**src/rtl/serial_sub_ctrl.sv**
```systemverilog
// Bit-serial subtractor: one full-subtractor cell swept LSB first over WIDTH cycles.
// Define SERIAL_SUB_OVF_EN to add the signed-overflow output ovf.
module serial_sub_ctrl #(
  parameter int WIDTH = 8
) (
  input  logic             clk,
  input  logic             rst_n,
  input  logic             start,
  input  logic [WIDTH-1:0] a,
  input  logic [WIDTH-1:0] b,
  input  logic             bin,
  output logic             busy,
  output logic             done,
  output logic [WIDTH-1:0] diff,
  output logic             bout
`ifdef SERIAL_SUB_OVF_EN
  ,
  output logic             ovf
`endif
);

  localparam int CW = $clog2(WIDTH);

  typedef enum logic [1:0] {IDLE, RUN, DONE} state_t;

  state_t           state_q;
  logic [WIDTH-1:0] a_q, b_q, res_q, diff_q;
  logic [CW-1:0]    cnt_q;
  logic             br_q, busy_q, done_q, bout_q;
`ifdef SERIAL_SUB_OVF_EN
  logic             ovf_q;
`endif

  logic x, y, bit_d, br_d, last;

  // NOTE: every always_comb output is assigned on every path, so no latch is inferred.
  always_comb begin
    x     = a_q[cnt_q];
    y     = b_q[cnt_q];
    bit_d = x ^ y ^ br_q;
    br_d  = (~x & y) | (~(x ^ y) & br_q);
    last  = (cnt_q == CW'(WIDTH - 1));
  end

  // NOTE: state uses non-blocking assignments so every register samples pre-edge values.
  always_ff @(posedge clk) begin
    if (!rst_n) begin
      // NOTE: operand and partial-result registers are cleared too, keeping reset state fully known.
      state_q <= IDLE;
      a_q     <= '0;
      b_q     <= '0;
      res_q   <= '0;
      diff_q  <= '0;
      cnt_q   <= '0;
      br_q    <= 1'b0;
      busy_q  <= 1'b0;
      done_q  <= 1'b0;
      bout_q  <= 1'b0;
`ifdef SERIAL_SUB_OVF_EN
      ovf_q   <= 1'b0;
`endif
    end else begin
      done_q <= 1'b0;
      case (state_q)
        IDLE: begin
          if (start) begin
            a_q     <= a;
            b_q     <= b;
            br_q    <= bin;
            cnt_q   <= '0;
            busy_q  <= 1'b1;
            state_q <= RUN;
          end
        end
        RUN: begin
          // Partial result shifts in from the top; diff is only loaded once it is complete.
          res_q <= {bit_d, res_q[WIDTH-1:1]};
          br_q  <= br_d;
          if (last) begin
            diff_q  <= {bit_d, res_q[WIDTH-1:1]};
            bout_q  <= br_d;
`ifdef SERIAL_SUB_OVF_EN
            ovf_q   <= br_q ^ br_d;
`endif
            busy_q  <= 1'b0;
            done_q  <= 1'b1;
            state_q <= DONE;
          end else begin
            cnt_q <= cnt_q + 1'b1;
          end
        end
        DONE:    state_q <= IDLE;
        default: state_q <= IDLE;
      endcase
    end
  end

  assign busy = busy_q;
  assign done = done_q;
  assign diff = diff_q;
  assign bout = bout_q;
`ifdef SERIAL_SUB_OVF_EN
  assign ovf  = ovf_q;
`endif

endmodule

```
**config.mk**
```make
export PLATFORM = sky130hd
export DESIGN_NAME = serial_sub_ctrl
export DESIGN_NICKNAME = d
export VERILOG_FILES = /design/src/rtl/serial_sub_ctrl.sv
export SDC_FILE = /design/constraint.sdc
export NUM_CORES = 1
export LEC_CHECK = 0
export BUFFER_PORTS_ARGS = -buffer_cell sky130_fd_sc_hd__buf_4
export CORE_MARGIN = 3
export CORE_UTILIZATION = 57
export CTS_CLUSTER_DIAMETER = 200
export CTS_CLUSTER_SIZE = 40
export DETAILED_ROUTE_END_ITERATION = 8
export PLACE_DENSITY_LB_ADDON = 0.15
export SLEW_MARGIN = 20
export SYNTH_ARGS = -nofsm -noshare
export SYNTH_HDL_FRONTEND = slang
export SYNTH_SLANG_ARGS = --single-unit
```
**constraint.sdc**
```tcl
create_clock -name clk -period 2.9 [get_ports clk]
set_clock_uncertainty 0.05 [all_clocks]
set_input_delay 0.58 -clock clk [delete_from_list [all_inputs] [get_ports clk]]
set_output_delay 0.58 -clock clk [all_outputs]
set_load 0.01 [all_outputs]
```
# Word level (Yosys, flattened, before mapping)

Index checks and enable logic that the tools add are counted.

Register bits: 41
Logic and storage cells: 49

Add/subtract/negate cells: 1
$lt $le $gt $ge: 1
Equal/unequal tests: 5
Muxes and demuxes: 16
Bitwise logic cells: 7
Reductions and logical operators: 9

Operator list:

| cell                                                                          | count |
|---|---|
| 2-bit AND reduction                                                           | 5 |
| 1-bit binary-select mux with 3-bit select                                     | 2 |
| 1-bit two-way mux                                                             | 6 |
| 3-bit two-way mux                                                             | 2 |
| 2-bit != test (second input constant)                                         | 3 |
| 3-bit case mux with 2 select lines                                            | 1 |
| 3-bit AND reduction                                                           | 2 |
| 3-bit by 4-bit less-than comparator with 1-bit output (second input constant) | 1 |
| 2-bit two-way mux                                                             | 2 |
| 1-bit case mux with 2 select lines                                            | 2 |
| 2-bit case mux with 2 select lines                                            | 1 |
| 3-bit by 1-bit adder with 3-bit output (second input constant)                | 1 |
| 3-bit equality test (second input constant)                                   | 1 |
| 1-bit bitwise AND                                                             | 2 |
| 2-bit by 1-bit equality test with 1-bit output (second input constant)        | 1 |
| 2-bit zero test                                                               | 1 |
| 1-bit inverter                                                                | 2 |
| 2-bit nonzero test                                                            | 1 |
| 1-bit XOR                                                                     | 2 |
| 1-bit OR                                                                      | 1 |

# Depth between registers and ports, before layout

Depth after elaboration: 7
Mapped depth: 6
Gate-level depth less buffers: 5

# Worst setup path after synthesis

Ideal clock, no wire load.

Path type: reg2reg
Start: register cnt_q[1]
End: register diff_q[7], in the netlist diff[7]
Data arrival time: 1.887 ns
Setup slack: 0.893 ns
Stages on the path, launching flop included: 6
Buffers on the path: 0
Period minus slack after synthesis: 2.007 ns
Path through: dfxtp_1 > mux4_1 > mux2_2 > fa_1 > nand2_1 > a21oi_1

Cells in the longest elaborated chain, start to end: 4

RTL lines:

| item                                                         | line   | text |
|---|---|---|
| start: declaration                                           | 28     | `logic [CW-1:0] cnt_q;` |
| start signal: assignment                                     | 89     | `cnt_q <= cnt_q + 1'b1;` |
| 1-bit binary-select mux with 3-bit select (on tied branches) | 38, 39 |  |
| 1-bit two-way mux (on tied branches)                         | 38, 39 |  |
| 1-bit XOR (*) (2 in a row)                                   | 40     | `bit_d = x ^ y ^ br_q;` |
| named net bit_d                                              | 34     | `logic x, y, bit_d, br_d, last;` |
| end signal: assignment                                       | 80     | `diff_q <= {bit_d, res_q[WIDTH-1:1]};` |
| end: declaration                                             | 27     | `logic [WIDTH-1:0] a_q, b_q, res_q, diff_q;` |

The timed path passes the listed nets; every way through them passes the cells marked *. The select of a mux whose other input is x is not followed.
A chain may end at the register's enable or synchronous reset.

# Final worst setup path

Start: register cnt_q[1]
End: register res_q[7]

Cells in the longest elaborated chain, start to end: 4

RTL lines:

| item                                                         | line   | text |
|---|---|---|
| 1-bit binary-select mux with 3-bit select (on tied branches) | 38, 39 |  |
| 1-bit two-way mux (on tied branches)                         | 38, 39 |  |
| 1-bit XOR (*) (2 in a row)                                   | 40     |  |
| named net bit_d                                              | 34     |  |
| end signal: assignment                                       | 77     | `res_q <= {bit_d, res_q[WIDTH-1:1]};` |
| end: declaration                                             | 27     |  |

Marks and branches as above.

==> run metrics <==
sequential fraction of the synthesis area=approximately half; CTS tree=built; asr flop ratio synth=0%; post-layout util=between 70% and 80%; static leakage=approximately 0.77 nW; IO Count=31; Hold Crit Class=reg -> reg; Post-Syn Instances=approximately 180; Reg2Reg Depth=5; Synth Net Count=between 200 and 250; Yosys cell types=27; Worst path depth=5; postcts setup bufs=0; multi-input logic area=~740 um2; Initial Util=slightly above 60%; Critical Path Source=cnt_q[1]; die height=59.13 um; port bufs=30; total global-route track usage=19.77%; first-pass GRT wire length=approximately 5.2 mm; CP endpoint kind=flop; GRT overflow=0; number of global-route vias before repair=~1,200; setup violators final=0; post-synthesis register bit count=40; period utilization=between 70 and 80%; Max-Slew Margin vs Limit=56.56%; root buffer cell=clkbuf_4; Avg Synthesized Cell Area=~8.7 um2; share of cells above drive strength 1=about 21%; setup ws final=between 0.6 and 0.7 ns; Fmax=approximately 0.45 GHz; Final Hold Fails=0; hpwl dp=roughly 2.2 mm; Ys Warns=0; WHS Endpoint=b_q[1]; clk buf depth=2; H-tree levels=2; worst path bufs/invs=0; clk slew on worst S/H paths=0.12 ns; FF-to-FF Start=cnt_q[1]; # DRC=0; critical path's largest stage delay=~0.60 ns; pwr dens=around 550 nW/um2; max cap viols=0; Routed WL=between 3 and 4 mm; initial antenna violation count=0; status=complete, no violations; Hold Path Cell Cnt=2; ANT cells=0; DR pass1 iterations=4; most frequent cells in the layout=68 x nand2_1, 40 x dfxtp_1, 34 x a21oi_1; die area=3496 um2; minimum clock period=2.206 ns; largest net degree at the start of global routing=38; DRT iter0 DRCs=75; VDD IR max=around 0.55 mV; Synth Flop Type=dfxtp_1; Reg area=~800 um2; Slew @ Worst Pin=approximately 0.65 ns; crit-path max FO=6; crit path DAT=around 2.5 ns; most common cell after layout, fill and taps aside=nand2_1; DR WL/cell=roughly 13 um; nets=around 240; dpl ws=0.7095 ns; top cell family by delay on the critical path=multiplexers; CP Cell Sequence=mux4_1, mux2_2, fa_1, nand2_1, a21oi_1; Area Growth Syn to Fin=17.73%; filler cell count=between 150 and 200; Crit-path slowest cell=mux4_1; Via density=roughly 5.4; Clock Latency Late Sink=around 0.35 ns; RR Endpoint=res_q[7]; Vias=1,308; RSZ-0062 raised after global routing=no; cell area after synthesis=1609 um2; Die Span X=59.13 um; EDFF count, synth=0; Setup TNS=0 ns; global placer's final weighted congestion=a little over 0.8; CTS hold repair buffers=0; WS Path Type=reg -> reg; post-cts resize count=0; Final ANT Viol Nets=0; Req. time, crit path=3.14 ns; worst hold path startpoint=b_q[1]; row count=18; Clock Sinks=40; Worst setup SP type=flop; cts bufs inserted=5; Pins Over Slew Limit=0; worst reg2reg setup slack=around 0.69 ns; core area=roughly 2600 um2
-- tightest hold or removal path, stage by stage, from the launching register on --
cell     delay [ns]
dfxtp_1        0.32
nand2_1        0.05
a21oi_1        0.05
-- sequential cells by signal (all words and copies together), names as in the netlist --
signal,flops
a_q,8
b_q,8
bout,1
br_q,1
busy,1
cnt_q,3
diff,8
done,1
res_q,7
state_q,2
-- final cells by class --
type	count	area share (%)
clock buffer	5	1.982
clock inverter	3	2.246
inverter	2	0.3963
multi-input combinational	132	38.84
sequential	40	42.27
tap	30	1.982
timing repair buffer	31	12.29
-- worst max-delay path by stage --
stage | to | slack (ns)
floorplan | diff[7] | 0.89
detailed placement | diff[7] | 0.71
global route | diff[7] | 0.61
CTS | diff[7] | 0.69
global placement | res_q[7] | 0.80
finish | res_q[7] | 0.69
-- routing by layer --
| metal | global-route usage [%] | vias up | wire (um) |
|---|---|---|---|
| li1 | - | 668 | - |
| met1 | 25.00 | 592 | 1426 |
| met2 | 30.60 | 43 | 1388 |
| met3 | 7.190 | 5 | 194 |
| met4 | 8.091 | 0 | 49 |
| met5 | 0 | - | 0 |
-- report_power, final --
group,internal [mW],switching (mW)
Clock,0.180,0.185
Sequential,0.570,0.0144
Combinational,0.0480,0.0528
Total,0.798,0.253
-- logic make-up (layout without fill, tap and decap cells) --
family / after synthesis / in the layout / synth area share [%]
buffers and inverters: 12 / 41 / 4.509
multiplexers: 6 / 6 / 7.854
flip-flops: 40 / 40 / 49.77
adder cells (fa/ha/maj): 3 / 3 / 2.799
AND/OR/NAND/NOR: 82 / 82 / 21.15
AO/OA/AOI/OAI: 41 / 41 / 13.92
-- cell usage after synthesis (all sizes together), types with 2 or more instances --
cell type | count | area (um2)
a21oi | 35 | 178.9
buf | 8 | 56.30
clkbuf | 2 | 8.750
dfxtp | 40 | 800.8
ha | 2 | 25.02
inv | 2 | 7.500
mux4 | 4 | 105.1
nand2 | 68 | 255.2
nand2b | 3 | 18.77
nor2 | 6 | 22.52
o22ai | 3 | 18.77
-- metrics by stage --
| stage | instance area [um2] | std cells | total power [mW] | hold slack, ns |
|---|---|---|---|---|
| 2_1_floorplan | 1609 | 184 | 0.6652 | 0.3815 |
| 3_3_place_gp | 1814 | 235 | 0.6933 | 0.3891 |
| 3_5_place_dp | 1814 | 235 | 0.6982 | 0.3955 |
| 4_1_cts | 1894 | 243 | 1.062 | 0.3957 |
| 5_1_grt | 1894 | 243 | 1.096 | 0.4021 |
| 6_report | 1894 | 243 | 1.051 | 0.4115 |
Note: power is estimated with default switching activity, not from simulation.
